[src/rtl/uart_start_detect_if.sv]
// Signal bundle between the UART receive path and the start-bit detector.
// The receiver (master) drives the line and control inputs; the detector (slave) reports.
interface uart_start_detect_if;
  logic rx_in;
  logic baud_tick;
  logic enable;
  logic busy;
  logic sbitdet;
  logic false_start;
  logic rx_sync;
  logic det_active;

  modport master (
    output rx_in, baud_tick, enable, busy,
    input  sbitdet, false_start, rx_sync, det_active
  );

  modport slave (
    input  rx_in, baud_tick, enable, busy,
    output sbitdet, false_start, rx_sync, det_active
  );
endinterface

[src/rtl/uart_start_detect.sv]
// UART start-bit detector: synchronises rx_in, finds the idle-to-start edge and
// confirms it with a 3-sample majority vote around mid-bit.
module uart_start_detect #(
  parameter int OVERSAMPLE  = 16,
  parameter int SYNC_STAGES = 2
) (
  input  logic                clk,
  input  logic                rst_n,
  uart_start_detect_if.slave  bus
);
  localparam int CNT_W   = $clog2(OVERSAMPLE);
  localparam int HALF    = OVERSAMPLE / 2;
  localparam int FLUSH_W = $clog2(SYNC_STAGES + 1);
  localparam logic [CNT_W-1:0]   C_SMP0  = CNT_W'(HALF - 2);
  localparam logic [CNT_W-1:0]   C_SMP1  = CNT_W'(HALF - 1);
  localparam logic [CNT_W-1:0]   C_SMP2  = CNT_W'(HALF);
  localparam logic [FLUSH_W-1:0] C_FLUSH = FLUSH_W'(SYNC_STAGES);

  typedef enum logic [1:0] {
    S_WAIT_IDLE = 2'd0,
    S_HUNT      = 2'd1,
    S_VERIFY    = 2'd2,
    S_HOLD      = 2'd3
  } state_t;

  function automatic logic f_majority_low(input logic [2:0] v);
    return (~v[0] & ~v[1]) | (~v[0] & ~v[2]) | (~v[1] & ~v[2]);
  endfunction

  logic [SYNC_STAGES-1:0] r_sync;
  logic                   r_rx_prev;
  logic [FLUSH_W-1:0]     r_flush_cnt;
  state_t                 r_state;
  logic [CNT_W-1:0]       r_tick_cnt;
  logic [2:0]             r_vote;
  logic                   r_sbitdet;
  logic                   r_false_start;
  logic                   r_det_active;

  state_t                 w_state_nxt;
  logic [CNT_W-1:0]       w_tick_cnt_nxt;
  logic [2:0]             w_vote_nxt;
  logic                   w_sbitdet_nxt;
  logic                   w_false_nxt;
  logic                   w_rx_sync;
  logic                   w_fall;
  logic                   w_primed;

  assign w_rx_sync = r_sync[SYNC_STAGES-1];
  assign w_fall    = r_rx_prev & ~w_rx_sync;
  // The reset value of the synchroniser is not a real line level; wait until rx_in has flushed through.
  assign w_primed  = (r_flush_cnt == C_FLUSH);

  always_ff @(posedge clk or negedge rst_n) begin
    if (!rst_n) begin
      r_sync      <= {SYNC_STAGES{1'b1}};
      r_rx_prev   <= 1'b1;
      r_flush_cnt <= {FLUSH_W{1'b0}};
    end else begin
      r_sync    <= {r_sync[SYNC_STAGES-2:0], bus.rx_in};
      r_rx_prev <= w_rx_sync;
      if (!w_primed) begin
        r_flush_cnt <= r_flush_cnt + FLUSH_W'(1);
      end else begin
        r_flush_cnt <= r_flush_cnt;
      end
    end
  end

  always_ff @(posedge clk or negedge rst_n) begin
    if (!rst_n) begin
      r_state <= S_WAIT_IDLE;
    end else begin
      r_state <= w_state_nxt;
    end
  end

  always_comb begin
    w_state_nxt    = r_state;
    w_tick_cnt_nxt = r_tick_cnt;
    w_vote_nxt     = r_vote;
    w_sbitdet_nxt  = 1'b0;
    w_false_nxt    = 1'b0;
    if (!bus.enable) begin
      w_state_nxt    = S_WAIT_IDLE;
      w_tick_cnt_nxt = {CNT_W{1'b0}};
    end else begin
      case (r_state)
        S_WAIT_IDLE: begin
          if (w_primed && w_rx_sync) begin
            w_state_nxt = S_HUNT;
          end else begin
            w_state_nxt = S_WAIT_IDLE;
          end
        end
        S_HUNT: begin
          if (w_fall && !bus.busy) begin
            w_state_nxt    = S_VERIFY;
            w_tick_cnt_nxt = {CNT_W{1'b0}};
            w_vote_nxt     = 3'b000;
          end else begin
            w_state_nxt = S_HUNT;
          end
        end
        S_VERIFY: begin
          if (bus.baud_tick) begin
            w_tick_cnt_nxt = r_tick_cnt + CNT_W'(1);
            if (r_tick_cnt == C_SMP0) begin
              w_vote_nxt[0] = w_rx_sync;
            end else if (r_tick_cnt == C_SMP1) begin
              w_vote_nxt[1] = w_rx_sync;
            end else if (r_tick_cnt == C_SMP2) begin
              // Last sample joins the vote directly so the verdict lands one clk after it.
              w_vote_nxt[2]  = w_rx_sync;
              w_tick_cnt_nxt = {CNT_W{1'b0}};
              if (f_majority_low({w_rx_sync, r_vote[1:0]})) begin
                w_sbitdet_nxt = 1'b1;
                w_state_nxt   = S_HOLD;
              end else begin
                w_false_nxt = 1'b1;
                w_state_nxt = S_HUNT;
              end
            end else begin
              w_vote_nxt = r_vote;
            end
          end else begin
            w_tick_cnt_nxt = r_tick_cnt;
          end
        end
        S_HOLD: begin
          if (!bus.busy && w_rx_sync) begin
            w_state_nxt = S_HUNT;
          end else begin
            w_state_nxt = S_HOLD;
          end
        end
        default: begin
          w_state_nxt = S_WAIT_IDLE;
        end
      endcase
    end
  end

  always_ff @(posedge clk or negedge rst_n) begin
    if (!rst_n) begin
      r_tick_cnt    <= {CNT_W{1'b0}};
      r_vote        <= 3'b000;
      r_sbitdet     <= 1'b0;
      r_false_start <= 1'b0;
      r_det_active  <= 1'b0;
    end else begin
      r_tick_cnt    <= w_tick_cnt_nxt;
      r_vote        <= w_vote_nxt;
      r_sbitdet     <= w_sbitdet_nxt;
      r_false_start <= w_false_nxt;
      r_det_active  <= (w_state_nxt == S_VERIFY);
    end
  end

  assign bus.sbitdet     = r_sbitdet;
  assign bus.false_start = r_false_start;
  assign bus.rx_sync     = w_rx_sync;
  assign bus.det_active  = r_det_active;
endmodule

[src/flat_wrapper.sv]
// flat-port wrapper written by rule: the top's interface ports become plain ports
module uart_start_detect_flat 
#(
  parameter int OVERSAMPLE  = 16,
  parameter int SYNC_STAGES = 2
)
  (clk, rst_n, bus_rx_in, bus_baud_tick, bus_enable, bus_busy, bus_sbitdet, bus_false_start, bus_rx_sync, bus_det_active);
  uart_start_detect_if bus_i ();
  input  logic clk;
  input  logic rst_n;
  input wire logic [$bits(bus_i.rx_in)-1:0] bus_rx_in;
  input wire logic [$bits(bus_i.baud_tick)-1:0] bus_baud_tick;
  input wire logic [$bits(bus_i.enable)-1:0] bus_enable;
  input wire logic [$bits(bus_i.busy)-1:0] bus_busy;
  output wire logic [$bits(bus_i.sbitdet)-1:0] bus_sbitdet;
  output wire logic [$bits(bus_i.false_start)-1:0] bus_false_start;
  output wire logic [$bits(bus_i.rx_sync)-1:0] bus_rx_sync;
  output wire logic [$bits(bus_i.det_active)-1:0] bus_det_active;
  assign bus_i.rx_in = bus_rx_in;
  assign bus_i.baud_tick = bus_baud_tick;
  assign bus_i.enable = bus_enable;
  assign bus_i.busy = bus_busy;
  assign bus_sbitdet = bus_i.sbitdet;
  assign bus_false_start = bus_i.false_start;
  assign bus_rx_sync = bus_i.rx_sync;
  assign bus_det_active = bus_i.det_active;
  uart_start_detect #(.OVERSAMPLE(OVERSAMPLE), .SYNC_STAGES(SYNC_STAGES)) u_core (.clk(clk), .rst_n(rst_n), .bus(bus_i));
endmodule
[config.mk]
export PLATFORM = sky130hd
export DESIGN_NAME = uart_start_detect_flat
export DESIGN_NICKNAME = d
export VERILOG_FILES = /design/src/rtl/uart_start_detect_if.sv /design/src/rtl/uart_start_detect.sv /design/src/flat_wrapper.sv
export SDC_FILE = /design/constraint.sdc
export NUM_CORES = 1
export LEC_CHECK = 0
export BUFFER_PORTS_ARGS = -buffer_cell sky130_fd_sc_hd__buf_2
export CAP_MARGIN = 20
export CORE_MARGIN = 2
export CORE_UTILIZATION = 50
export DETAILED_ROUTE_END_ITERATION = 10
export GPL_TIMING_DRIVEN = 0
export PLACE_DENSITY = 0.79
export SLEW_MARGIN = 15
export SYNTH_ARGS = -nofsm -noshare
export SYNTH_HDL_FRONTEND = slang
export SYNTH_SLANG_ARGS = --single-unit
[constraint.sdc]
create_clock -name clk -period 1.45 [get_ports clk]
set_input_delay 0.3625 -clock clk [delete_from_list [all_inputs] [get_ports clk]]
set_output_delay 0.3625 -clock clk [all_outputs]
set_load 0.02 [all_outputs]
# Word-level counts from Yosys, hierarchy flattened
# Cells that the tools add are included.
[op_classes]
add_sub_neg = 2
n_eq_ne = 16
mux = 37
bitwise_logic = 9
reduce_logical = 9
[op_table]
columns = ["op", "count"]
rows = [
  ["$mux 4", 6],
  ["$mux 2", 10],
  ["$mux 1", 18],
  ["$eq 2x2->1 const B", 4],
  ["$eq 4x3->1 const B", 2],
  ["$pmux 2 s4", 1],
  ["$pmux 4 s2", 1],
  ["$ne 2x1->1 const B", 3],
  ["$reduce_and 6->1", 1],
  ["$reduce_and 5->1", 1],
  ["$add 4x1->4 const B", 1],
  ["$and 1x1->1", 4],
  ["$eq 4x4->1 const B", 1],
  ["$ne 2x2->1 const B", 2],
  ["$pmux 2 s2", 1],
  ["$logic_and 1x1->1", 3],
  ["$ne 3x1->1 const B", 1],
  ["$ne 3x2->1 const B", 1],
  ["$ne 3x3->1 const B", 1],
  ["$not 1->1", 3],
  ["$reduce_and 3->1", 1],
  ["$add 2x1->2 const B", 1],
  ["$eq 2x1->1 const B", 1],
  ["$logic_not 2->1", 1],
  ["other kinds (3)", 4],
]
[totals]
regBits = 16
out_inout_bits = 4
elab_cells = 83

# Logic depth before layout (Yosys ltp)
# Gate-level depths: netlist of the first run.
[logic_depth]
ltp_word = 12
mapped_depth = 6

# Worst setup path before layout of the first run
# Ideal clock, no wire load.
[synth_timing]
path_type = "register -> register"
start = "reg u_core.r_tick_cnt[0]"
end = "reg u_core.r_det_active, in the netlist u_core.bus.det_active"
setup_ns = 0.068
arrival_time_ns = 1.432
slack_ns = -0.050
path_stages_with_launch = 7
n_path_buf = 0
period_less_slack_ns = 1.500
path_cell_list = "dfrtp_1 inv_1 ha_1 and3b_4 a311o_1 and3_4 nor2b_4"
[synth_via]
elab_chain_len = 8
[synth_lines]
columns = ["item", "line", "rtl"]
rows = [
  ["start: declaration", "uart_start_detect.sv:34", "logic [CNT_W-1:0] r_tick_cnt;"],
  ["start signal: assignment", "uart_start_detect.sv:146", "r_tick_cnt <= {CNT_W{1'b0}};"],
  ["start signal: assignment", "uart_start_detect.sv:152", "r_tick_cnt <= w_tick_cnt_nxt;"],
  ["$eq 4x4->1", "uart_start_detect.sv:112", "end else if (r_tick_cnt == C_SMP2) begin"],
  ["$mux 2", "uart_start_detect.sv:112", ""],
  ["$mux 2", "uart_start_detect.sv:110", "end else if (r_tick_cnt == C_SMP1) begin"],
  ["$mux 2 (*)", "uart_start_detect.sv:108", "if (r_tick_cnt == C_SMP0) begin"],
  ["$mux 2 (*)", "uart_start_detect.sv:106", "if (bus.baud_tick) begin"],
  ["$pmux 2 s4 (*)", "uart_start_detect.sv:88", "case (r_state)"],
  ["$mux 2 (*)", "uart_start_detect.sv:84", "if (!bus.enable) begin"],
  ["via u_core.w_state_nxt[0]", "uart_start_detect.sv:40", "state_t w_state_nxt;"],
  ["$eq 2x2->1 (*)", "uart_start_detect.sv:156", "r_det_active <= (w_state_nxt == S_VERIFY);"],
  ["end signal: assignment", "uart_start_detect.sv:156", ""],
  ["end: declaration", "uart_start_detect.sv:38", "logic r_det_active;"],
]
# The timed path passes the listed nets; every way through them passes the cells marked *.
# A chain may end at the register's enable or synchronous reset.

# Worst setup path after layout of the first run
[layout_timing]
start = "reg u_core.r_tick_cnt[1]"
end = "reg u_core.r_det_active, in the netlist u_core.bus.det_active"
# The elaborated chain is that of the path after synthesis.

==> metrics.md, run 1 <==
| Metric | Value |
|---|---|
| Final hold violation count | `0` |
| Reg2reg end | `u_core.bus.det_active` |
| Status | `finished with violations` |
| Worst Setup End Kind | `flip-flop` |
| Die width | `45.7 um` |
| Violated checks | `negative setup slack` |
| Overflow after GRT | `0` |
| Reg-to-reg critical path startpoint | `u_core.r_tick_cnt[1]` |
| PD cells | `765 nW/um2` |
| Reg2Reg Depth | `6` |
| Area Growth Syn to Fin | `29.8%` |
| CP Data Arrival Time | `1.70 ns` |
| Layout cells sized above 1 | `44.7%` |
| First-pass GRT wire length | `2840 um` |
| Syn_nets | `91` |
| Fin cells | `120` |
| EDFF count, synth | `0` |
| Via/cell ratio | `5.96` |
| Crit Path Class | `flip-flop to flip-flop` |
| Most used standard cell by instance count after synthesis | `dfrtp_1` |
| Clk slew on worst S/H paths | `0.10 ns` |
| VDD IR max | `0.000699 V` |
| CTS root buffer | `clkbuf_4` |
| Worst Hold Slack | `0.162 ns` |
| Initial antenna violation count | `0` |
| Max H-tree Level | `1` |
| Final Core Density | `66.8%` |
| Peak Freq | `680 MHz` |
| Max_slew headroom | `75.6%` |
| Largest net degree at the start of global routing | `17` |
| Worst Tran Pin Value | `0.366 ns` |
| Share of the synthesized area in the top cell type | `37.4%` |
| CTS Buf Count | `3` |
| Mapped Area | `870 um2` |
| Commonest cells in the netlist | `13 x dfrtp_1, 7 x nand2_1, 7 x o21ai_0, 5 x inv_1` |
| Sequential area share after synthesis | `46.5%` |
| Final wirelength | `1900 um` |
| P_leak | `0.483 nW` |
| Slew Viols, Final | `0` |
| Fin crit share | `101%` |
| Initial DRC count | `19` |
| Dpl cells | `106` |
| Fin nets | `114` |
| Critical Path Fanout Max | `5` |
| Die area | `2090 um2` |
| Initial Util | `51.5%` |
| Crit path to | `u_core.bus.det_active` |
| Ys Warns | `0` |
| Setup ws final | `-0.0202 ns` |
| Syn Area/Cell | `10.7 um2` |
| Gate Count Post-Synth | `81` |
| Vias in the first global route | `632` |
| CTS tree | `built` |
| Critical Path RT | `1.68 ns` |
| Clock sinks | `16` |
| Worst Setup SP | `u_core.r_tick_cnt[1]` |
| Synthesized flop and latch total | `16` |
| PortBufs | `8` |
| Final setup vio count | `1` |
| GR Util All Layers | `19.7%` |
| Clock Skew | `0.00342 ns` |
| Max-cap violations | `0` |
| Post-route minimum period | `1.47 ns` |
| Antenna viol nets, final | `0` |
| Clk_lat worst skew | `0.29 ns` |
| Vias | `715` |
| Number of distinct library cells after synthesis | `33` |
| Top_reg_cell synth | `dfrtp_1` |
| N_diodes | `0` |
| Min-Delay Path Class | `input port to flip-flop` |
| Rows | `15` |
| Die H | `45.7 um` |
| Initial DRT Pass Iterations | `4` |
| Setup crit start kind | `flip-flop` |
| Core area | `1690 um2` |
| Synth area leader | `dfrtp_1` |
| I/O pin cnt | `10` |
| RePlAce Congestion | `0.847` |
| DR DRC count | `0` |
| Unrepaired setup endpoints after global routing | `yes` |
| FF-to-FF setup slack | `-0.02 ns` |
| Post-synthesis async set-or-reset flop share | `100%` |
| Detailed-route wire length per cell | `15.9 um` |
| Worst-case clock buffer depth | `2` |
| Detailed Place HPWL | `1120 um` |
| Top cells by area, synth | `dfrtp_1 37%, dfstp_2 9.1%, ha_1 5.8%` |
[where the power goes]
| group | internal [W] | switching (W) | total (W) |
|---|---|---|---|
| clock network | 0.000153 | 0.000147 | 0.000300 |
| logic | 0.0000454 | 0.0000544 | 0.0000998 |
| registers | 0.000458 | 0.00000561 | 0.000463 |
| total | 0.000656 | 0.000208 | 0.000864 |
[per-stage QoR]
step	total power, W	area [um2]	setup slack, ns	TNS (ns)
2_1_floorplan	0.000515	872	0.0113	0
3_3_place_gp	0.000539	933	-0.142	-0.175
3_5_place_dp	0.000542	933	-0.236	-0.402
4_1_cts	0.000844	1030	0.000491	0
5_1_grt	0.000893	1130	-0.0712	-0.0970
6_report	0.000864	1130	-0.0202	-0.0202
[layout make-up]
| cell class | count | area [um2] |
|---|---|---|
| Fill cell | 132 | 561 |
| Multi-Input combinational cell | 57 | 508 |
| Sequential cell | 16 | 404 |
| Timing Repair Buffer | 18 | 120 |
| Clock buffer | 4 | 36.3 |
| Tap cell | 17 | 21.3 |
| Buffer | 3 | 20.0 |
| Inverter | 5 | 18.8 |
[layout by cell type (no fill, tap or decap), drive strengths merged]
cell | netlist | final
a2111oi | 1 | 1
a21boi | 3 | 3
a21oi | 3 | 3
a311o | 1 | 1
a31oi | 1 | 1
and3 | 1 | 1
and3b | 5 | 5
buf | 2 | 19
clkbuf | 1 | 5
dfrtp | 13 | 13
dfstp | 3 | 3
dlygate4sd3 | 0 | 1
ha | 4 | 4
inv | 5 | 5
maj3 | 1 | 1
nand2 | 7 | 7
nand2b | 2 | 2
nand3 | 2 | 2
nand3b | 2 | 2
nand4b | 2 | 2
nand4bb | 1 | 1
nor2 | 4 | 4
nor2b | 2 | 2
nor3 | 3 | 3
nor4b | 1 | 1
o211ai | 1 | 1
o21ai | 7 | 7
o2bb2a | 1 | 1
o31ai | 1 | 1
xnor2 | 1 | 1
[cell families (layout without fill, tap and decap cells)]
kind of cell,count (synthesis),after routing,share of synthesized area (%)
adders and majority gates,5,5,7.05
DFF,16,16,46.5
xor gates and xnor gates,1,1,1.01
buffers and inverters,8,30,3.74
and+or+nand+nor,32,32,26.0
AOI/OAI and AO/OA,19,19,15.7
[what timing repair did]
| action | 4_1_cts | 5_1_grt |
|---|---|---|
| hold endpoints to repair | 13 | 0 |
| hold buffers | 1 | 0 |
| setup buffers | 4 | 5 |
| endpoints found under the setup margin | 7 | 9 |
| resized for setup | 4 | 20 |
| pin swaps | 3 | 10 |
[metal layers]
layer | up-vias | wire (um) | part of all wire [%] | track usage [%]
li1 | 332 | - | - | -
met1 | 355 | 814 | 43 | 26.1
met2 | 24 | 979 | 51 | 30.4
met3 | 4 | 85 | 4.5 | 4.76
met4 | 0 | 24 | 1.3 | 9.14
met5 | - | 0 | 0 | 0
[sequential cells by signal, summed over array words and instances, names as in the netlist]
name and count:
u_core.bus.det_active 1, u_core.bus.false_start 1, u_core.bus.sbitdet 1, u_core.r_flush_cnt 2, u_core.r_rx_prev 1, u_core.r_state 2, u_core.r_sync 2, u_core.r_tick_cnt 4
u_core.r_vote 2
[worst min path at each step]
stage,startpoint,end,cells past startpoint
after global routing,bus_rx_in,u_core.r_sync[0],1
after CTS,bus_rx_in,u_core.r_sync[0],1
after detailed placement,rst_n,u_core.r_flush_cnt[0],1
final,bus_rx_in,u_core.r_sync[0],1
after floorplan,rst_n,u_core.bus.det_active,0
after global placement,rst_n,u_core.r_flush_cnt[0],1
[critical path, cell delays in order, from the launching register on]
cell and delay, ns:
dfrtp_1 0.39, inv_2 0.05, ha_4 0.16, and3b_4 0.21, a311o_1 0.32, and3_4 0.19
nor2b_4 0.09
Note: power is estimated with default switching activity, not from simulation.
==> inputs of run 2 (changes only) <==
--- a/config.mk
+++ b/config.mk
@@ -9,6 +9,7 @@
 export CAP_MARGIN = 20
 export CORE_MARGIN = 2
 export CORE_UTILIZATION = 50
+export CTS_CLUSTER_DIAMETER = 50
 export DETAILED_ROUTE_END_ITERATION = 10
 export GPL_TIMING_DRIVEN = 0
 export PLACE_DENSITY = 0.79
==> constraint.sdc (replaced) <==
create_clock -name clk -period 1.45 [get_ports clk]
set_input_delay 0.29 -clock clk [delete_from_list [all_inputs] [get_ports clk]]
set_output_delay 0.29 -clock clk [all_outputs]
set_load 0.02 [all_outputs]
==> metrics.md, run 2 (synthesis results as in run 1) <==
| Metric | Value |
|---|---|
| CTS tree | `built` |
| CTS root buffer | `clkbuf_4` |
| Worst Setup SP | `u_core.r_state[1]` |
| Die area | `2090 um2` |
| CTS Buf Count | `3` |
| DR DRC count | `0` |
| Worst-case clock buffer depth | `2` |
| Reg-to-reg critical path startpoint | `u_core.r_state[1]` |
| Rows | `15` |
| Max_slew headroom | `72.1%` |
| Commonest non-fill, non-tap cell in the layout | `dfrtp_1` |
| RePlAce Congestion | `0.847` |
| Die width | `45.7 um` |
| Clk_lat worst skew | `0.29 ns` |
| Clock Skew | `0.00346 ns` |
| GR Util All Layers | `19.7%` |
| Final hold violation count | `0` |
| Dpl cells | `106` |
| Top reg by flops | `u_core.r_tick_cnt` |
| Critical Path RT | `1.63 ns` |
| Violated checks | `negative setup slack` |
| Vias in the first global route | `629` |
| Fin nets | `111` |
| Worst slack at placement | `-0.236 ns` |
| Worst Tran Pin Value | `0.417 ns` |
| Final wirelength | `1840 um` |
| Detailed-route wire length per cell | `15.7 um` |
| Min-Delay Path Class | `input port to flip-flop` |
| Layout cells sized above 1 | `42.0%` |
| Initial DRT Pass Iterations | `4` |
| P_int | `0.000649 W` |
| Setup ws final | `-0.0392 ns` |
| Worst Setup End Kind | `flip-flop` |
| Gr busiest metal | `met2` |
| Sw Pwr | `0.000204 W` |
| Max H-tree Level | `1` |
| Initial DRC count | `18` |
| Area Growth Syn to Fin | `26.0%` |
| Clock sinks | `16` |
| Via/cell ratio | `6.12` |
| Fin crit share | `103%` |
| Critical Path Fanout Max | `5` |
| I/O pin cnt | `10` |
| GR Util met2 | `30.4%` |
| Max-cap violations | `0` |
| Vias | `716` |
| Reg2Reg Depth | `5` |
| Commonest cells after routing, fill and taps aside | `13 x dfrtp_1, 9 x buf_2, 6 x nand2_1, 6 x buf_4` |
| Met1 usage | `26.1%` |
| First-pass GRT wire length | `2840 um` |
| Clk slew on worst S/H paths | `0.10 ns` |
| Final setup vio count | `2` |
| Status | `finished with violations` |
| Initial antenna violation count | `0` |
| Largest register FFs | `4` |
| Largest net degree at the start of global routing | `17` |
| Post-route minimum period | `1.49 ns` |
| Crit path to | `u_core.r_vote[1]` |
| Clock Power Share | `35.0%` |
| Peak Freq | `672 MHz` |
| Fin cells | `117` |
| PortBufs | `8` |
| Overflow after GRT | `0` |
| Switching share of power | `23.9%` |
| Slew Viols, Final | `0` |
| Fill cells | `133` |
| Logic pwr share | `10.6%` |
| P_leak | `0.468 nW` |
| Reg2reg end | `u_core.r_vote[1]` |
| Reg power frac | `54.4%` |
| Crit Path Class | `flip-flop to flip-flop` |
| VDD IR max | `0.000657 V` |
| Detailed Place HPWL | `1120 um` |
| Unrepaired setup endpoints after global routing | `yes` |
| Antenna viol nets, final | `0` |
| Initial Util | `51.5%` |
| Die H | `45.7 um` |
| CP Data Arrival Time | `1.67 ns` |
| Core area | `1690 um2` |
| PD cells | `778 nW/um2` |
| N_diodes | `0` |
| Met3 Track Usage GR | `4.76%` |
| Setup crit start kind | `flip-flop` |
| FF-to-FF setup slack | `-0.04 ns` |
==> run 2: changes by cell type in the layout (fill, tap and decap cells not counted), sizes merged <==
cell	change
buf	-3
==> run 2: metal layers <==
metal / vias to the layer above / wire length, um / share of wire, %
met2: 15 / 906 / 49
met1: 368 / 854 / 46
met4: 0 / 38 / 2.1
met5: - / 0 / 0
li1: 326 / - / -
met3: 7 / 43 / 2.3
==> run 2: final cells by class <==
type                       count  area (um2)  share of cell area (%)
buffer                         3        20.0                    1.83
clock buffer                   4        36.3                    3.31
inverter                       5        18.8                    1.71
multi-input combinational     57         500                    45.7
sequential                    16         404                    36.9
tap                           17        21.3                    1.94
timing repair buffer          15        95.1                    8.68
==> run 2: per-stage QoR <==
step | util (%) | power (W) | instance area (um2) | hold WS, ns | setup TNS [ns]
after floorplan | - | 0.000515 | 872 | -0.00559 | 0
after global placement | 55.3 | 0.000539 | 933 | 0.208 | -0.175
after CTS | 60.6 | 0.000842 | 1020 | 0.0888 | 0
after detailed placement | 55.3 | 0.000542 | 933 | 0.214 | -0.402
after global routing | 64.9 | 0.000884 | 1100 | 0.0737 | -0.181
final | 64.9 | 0.000853 | 1100 | 0.0885 | -0.0444
==> run 2: how the worst min path moves through the flow <==
stage                   start                     to  slack (ns)  depth (start not counted)
detailed placement      rst_n  u_core.r_flush_cnt[0]        0.21                          1
CTS                 bus_rx_in       u_core.r_sync[0]        0.09                          1
finish              bus_rx_in       u_core.r_sync[0]        0.09                          1
global placement        rst_n  u_core.r_flush_cnt[0]        0.21                          1
global route        bus_rx_in       u_core.r_sync[0]        0.07                          1
floorplan               rst_n  u_core.bus.det_active      -0.006                          0
==> run 2: power by group through the flow <==
| stage | Sequential [W] | Clock (W) | Combinational (W) |
|---|---|---|---|
| after floorplan | 0.000474 | 0 | 0.0000408 |
| after global placement | 0.000472 | 0 | 0.0000674 |
| after detailed placement | 0.000473 | 0 | 0.0000691 |
| after CTS | 0.000464 | 0.000299 | 0.0000789 |
| after global routing | 0.000465 | 0.000322 | 0.0000967 |
| final | 0.000464 | 0.000298 | 0.0000902 |
==> run 2: timing repair <==
item                                    in CTS  in global routing
pin swaps                                    3                  9
endpoints found under the setup margin       6                  8
hold buffers                                 1                  0
setup buffers                                3                  3
hold endpoints to repair                    13                  0
resized for setup                            4                 18
==> run 2: worst max-delay path, stage by stage (launching register included) <==
cell,delay (ns)
dfrtp_1,0.39
buf_6,0.13
nor4b_4,0.44
o2bb2a_4,0.22
o21ai_2,0.12
o31ai_2,0.08
==> inputs of run 3 (changes only) <==
--- a/config.mk
+++ b/config.mk
@@ -5,14 +5,15 @@
 export SDC_FILE = /design/constraint.sdc
 export NUM_CORES = 1
 export LEC_CHECK = 0
-export BUFFER_PORTS_ARGS = -buffer_cell sky130_fd_sc_hd__buf_2
 export CAP_MARGIN = 20
 export CORE_MARGIN = 2
-export CORE_UTILIZATION = 50
+export CORE_UTILIZATION = 54
 export CTS_CLUSTER_DIAMETER = 50
 export DETAILED_ROUTE_END_ITERATION = 10
+export DONT_BUFFER_PORTS = 1
 export GPL_TIMING_DRIVEN = 0
-export PLACE_DENSITY = 0.79
+export HOLD_SLACK_MARGIN = 0.03
+export PLACE_DENSITY = 0.78
 export SLEW_MARGIN = 15
 export SYNTH_ARGS = -nofsm -noshare
 export SYNTH_HDL_FRONTEND = slang
==> metrics.md, run 3 (synthesis results as in run 1) <==
| Metric | Value |
|---|---|
| Crit-path leading delay family | `simple AND/OR/NAND/NOR gates` |
| I/O pin cnt | `10` |
| Fin cells | `107` |
| Min-delay src | `bus_baud_tick` |
| Critical Path Fanout Max | `5` |
| Fin crit share | `100%` |
| Fill cells | `109` |
| Critical Path RT | `1.68 ns` |
| Core area | `1510 um2` |
| Area occupied by multi-input gates | `473 um2` |
| Worst slack at placement | `-0.143 ns` |
| Min-Delay Path Class | `input port to flip-flop` |
| CP Data Arrival Time | `1.69 ns` |
| Dpl cells | `97` |
| RePlAce Congestion | `0.820` |
| Crit Path Class | `flip-flop to flip-flop` |
| Status | `finished with violations` |
| Overflow after GRT | `0` |
| Worst Hold Slack | `0.272 ns` |
| Initial Util | `57.7%` |
| Vias in the first global route | `581` |
| Reg2Reg Depth | `6` |
| Commonest cells after routing, fill and taps aside | `13 x dfrtp_1, 7 x nand2_1, 5 x inv_1, 5 x o21ai_0` |
| CTS Buf Count | `3` |
| Commonest non-fill, non-tap cell in the layout | `dfrtp_1` |
| Clk_lat worst skew | `0.29 ns` |
| Max incr delay on CP | `0.38 ns` |
| Peak Freq | `687 MHz` |
| Initial antenna violation count | `0` |
| CP bufs+invs | `1` |
| Initial DRT Pass Iterations | `4` |
| Reg area | `404 um2` |
| Max_slew headroom | `53.8%` |
| CTS root buffer | `clkbuf_4` |
| Detailed Place HPWL | `1080 um` |
| DR DRC count | `0` |
| Worst Hold Depth | `2` |
| Sink of the worst hold path | `u_core.r_vote[1]` |
| Via/cell ratio | `6.10` |
| First-pass GRT wire length | `2580 um` |
| Rows | `14` |
| Detailed-route wire length per cell | `14.7 um` |
| Area Growth Syn to Fin | `17.6%` |
| Reg-to-reg critical path startpoint | `u_core.r_tick_cnt[1]` |
| Initial DRC count | `11` |
| PortBufs | `0` |
| Vias | `653` |
| PD cells | `817 nW/um2` |
| CP cell instances | `inv_1, ha_2, and3b_4, a311o_1, and3_4, nor2b_4` |
| Unrepaired setup endpoints after global routing | `yes` |
| Worst-case clock buffer depth | `2` |
| Reg2reg end | `u_core.bus.det_active` |
| Slowest CP cell | `dfrtp_1` |
| Top reg by flops | `u_core.r_tick_cnt` |
| Die width | `44.1 um` |
| Largest net degree at the start of global routing | `17` |
| CTS tree | `built` |
| Setup ws final | `-0.00508 ns` |
| Clock sinks | `16` |
| Layout cells sized above 1 | `30.8%` |
| Final wirelength | `1580 um` |
| Final setup vio count | `1` |
| Max H-tree Level | `1` |
| Worst Tran Pin Value | `0.691 ns` |
| Fin nets | `102` |
| Final hold violation count | `0` |
| GR Util All Layers | `18.5%` |
| Violated checks | `negative setup slack` |
| VDD IR max | `0.000729 V` |
| Die H | `44.1 um` |
| N_diodes | `0` |
| Slew Viols, Final | `0` |
| Die area | `1950 um2` |
| FF-to-FF setup slack | `-0.005 ns` |
| Setup crit start kind | `flip-flop` |
| Largest register FFs | `4` |
| Clk slew on worst S/H paths | `0.09 ns` |
| Antenna viol nets, final | `0` |
| Max-cap violations | `0` |
| Worst Setup End Kind | `flip-flop` |
| Post-route minimum period | `1.46 ns` |
| P_leak | `0.418 nW` |
| Clock Skew | `0.00154 ns` |
-- run 3: final cells by class --
class                   instances  area share, %
repair buffers                  6           4.90
clock buffers                   4           3.55
flip-flops and latches         16           39.5
well taps                      16           1.96
multi-input cells              57           46.3
inverters                       5           1.84
plain buffers                   3           1.96
-- run 3: worst max path at each step --
stage | startpoint | slack, ns | endpoint | depth (start not counted)
floorplan | u_core.r_tick_cnt[0] | 0.01 | u_core.bus.det_active | 6
global placement | u_core.r_tick_cnt[0] | -0.18 | u_core.bus.det_active | 6
detailed placement | u_core.r_tick_cnt[0] | -0.14 | u_core.bus.det_active | 6
CTS | u_core.r_tick_cnt[1] | 0.001 | u_core.bus.det_active | 6
global route | u_core.r_tick_cnt[0] | -0.09 | u_core.bus.det_active | 6
finish | u_core.r_tick_cnt[1] | -0.005 | u_core.bus.det_active | 6
-- run 3: report_power, final --
part | total (W) | internal, W | switching, W
Clock | 0.000295 | 0.000153 | 0.000142
Combinational | 0.0000734 | 0.0000345 | 0.0000389
Sequential | 0.000467 | 0.000458 | 0.00000912
Total | 0.000835 | 0.000645 | 0.000190
-- run 3: repair_timing --
action                     in CTS  in global routing
pin swaps                       3                  4
hold buffers                    2                  0
setup endpoints to repair       4                  8
resized for setup               3                 12
buffers inserted                2                  2
hold endpoints to repair       17                  0
-- run 3: stage by stage --
stage	cell area, um2	power, W	setup TNS [ns]	utilization [%]
CTS	972	0.000830	0	64.5
detailed placement	892	0.000523	-0.219	59.2
global route	1020	0.000861	-0.225	67.9
global placement	892	0.000523	-0.250	59.2
floorplan	872	0.000515	0	-
finish	1020	0.000835	-0.00508	67.9
-- run 3: layer usage --
metal	share of wire [%]	wire length [um]	track usage, %	vias to the layer above
li1	-	-	-	310
met1	48	759	25.3	322
met2	47	734	28.2	17
met3	3.4	54	3.67	4
met4	1.8	29	9.09	0
met5	0	0	0	-
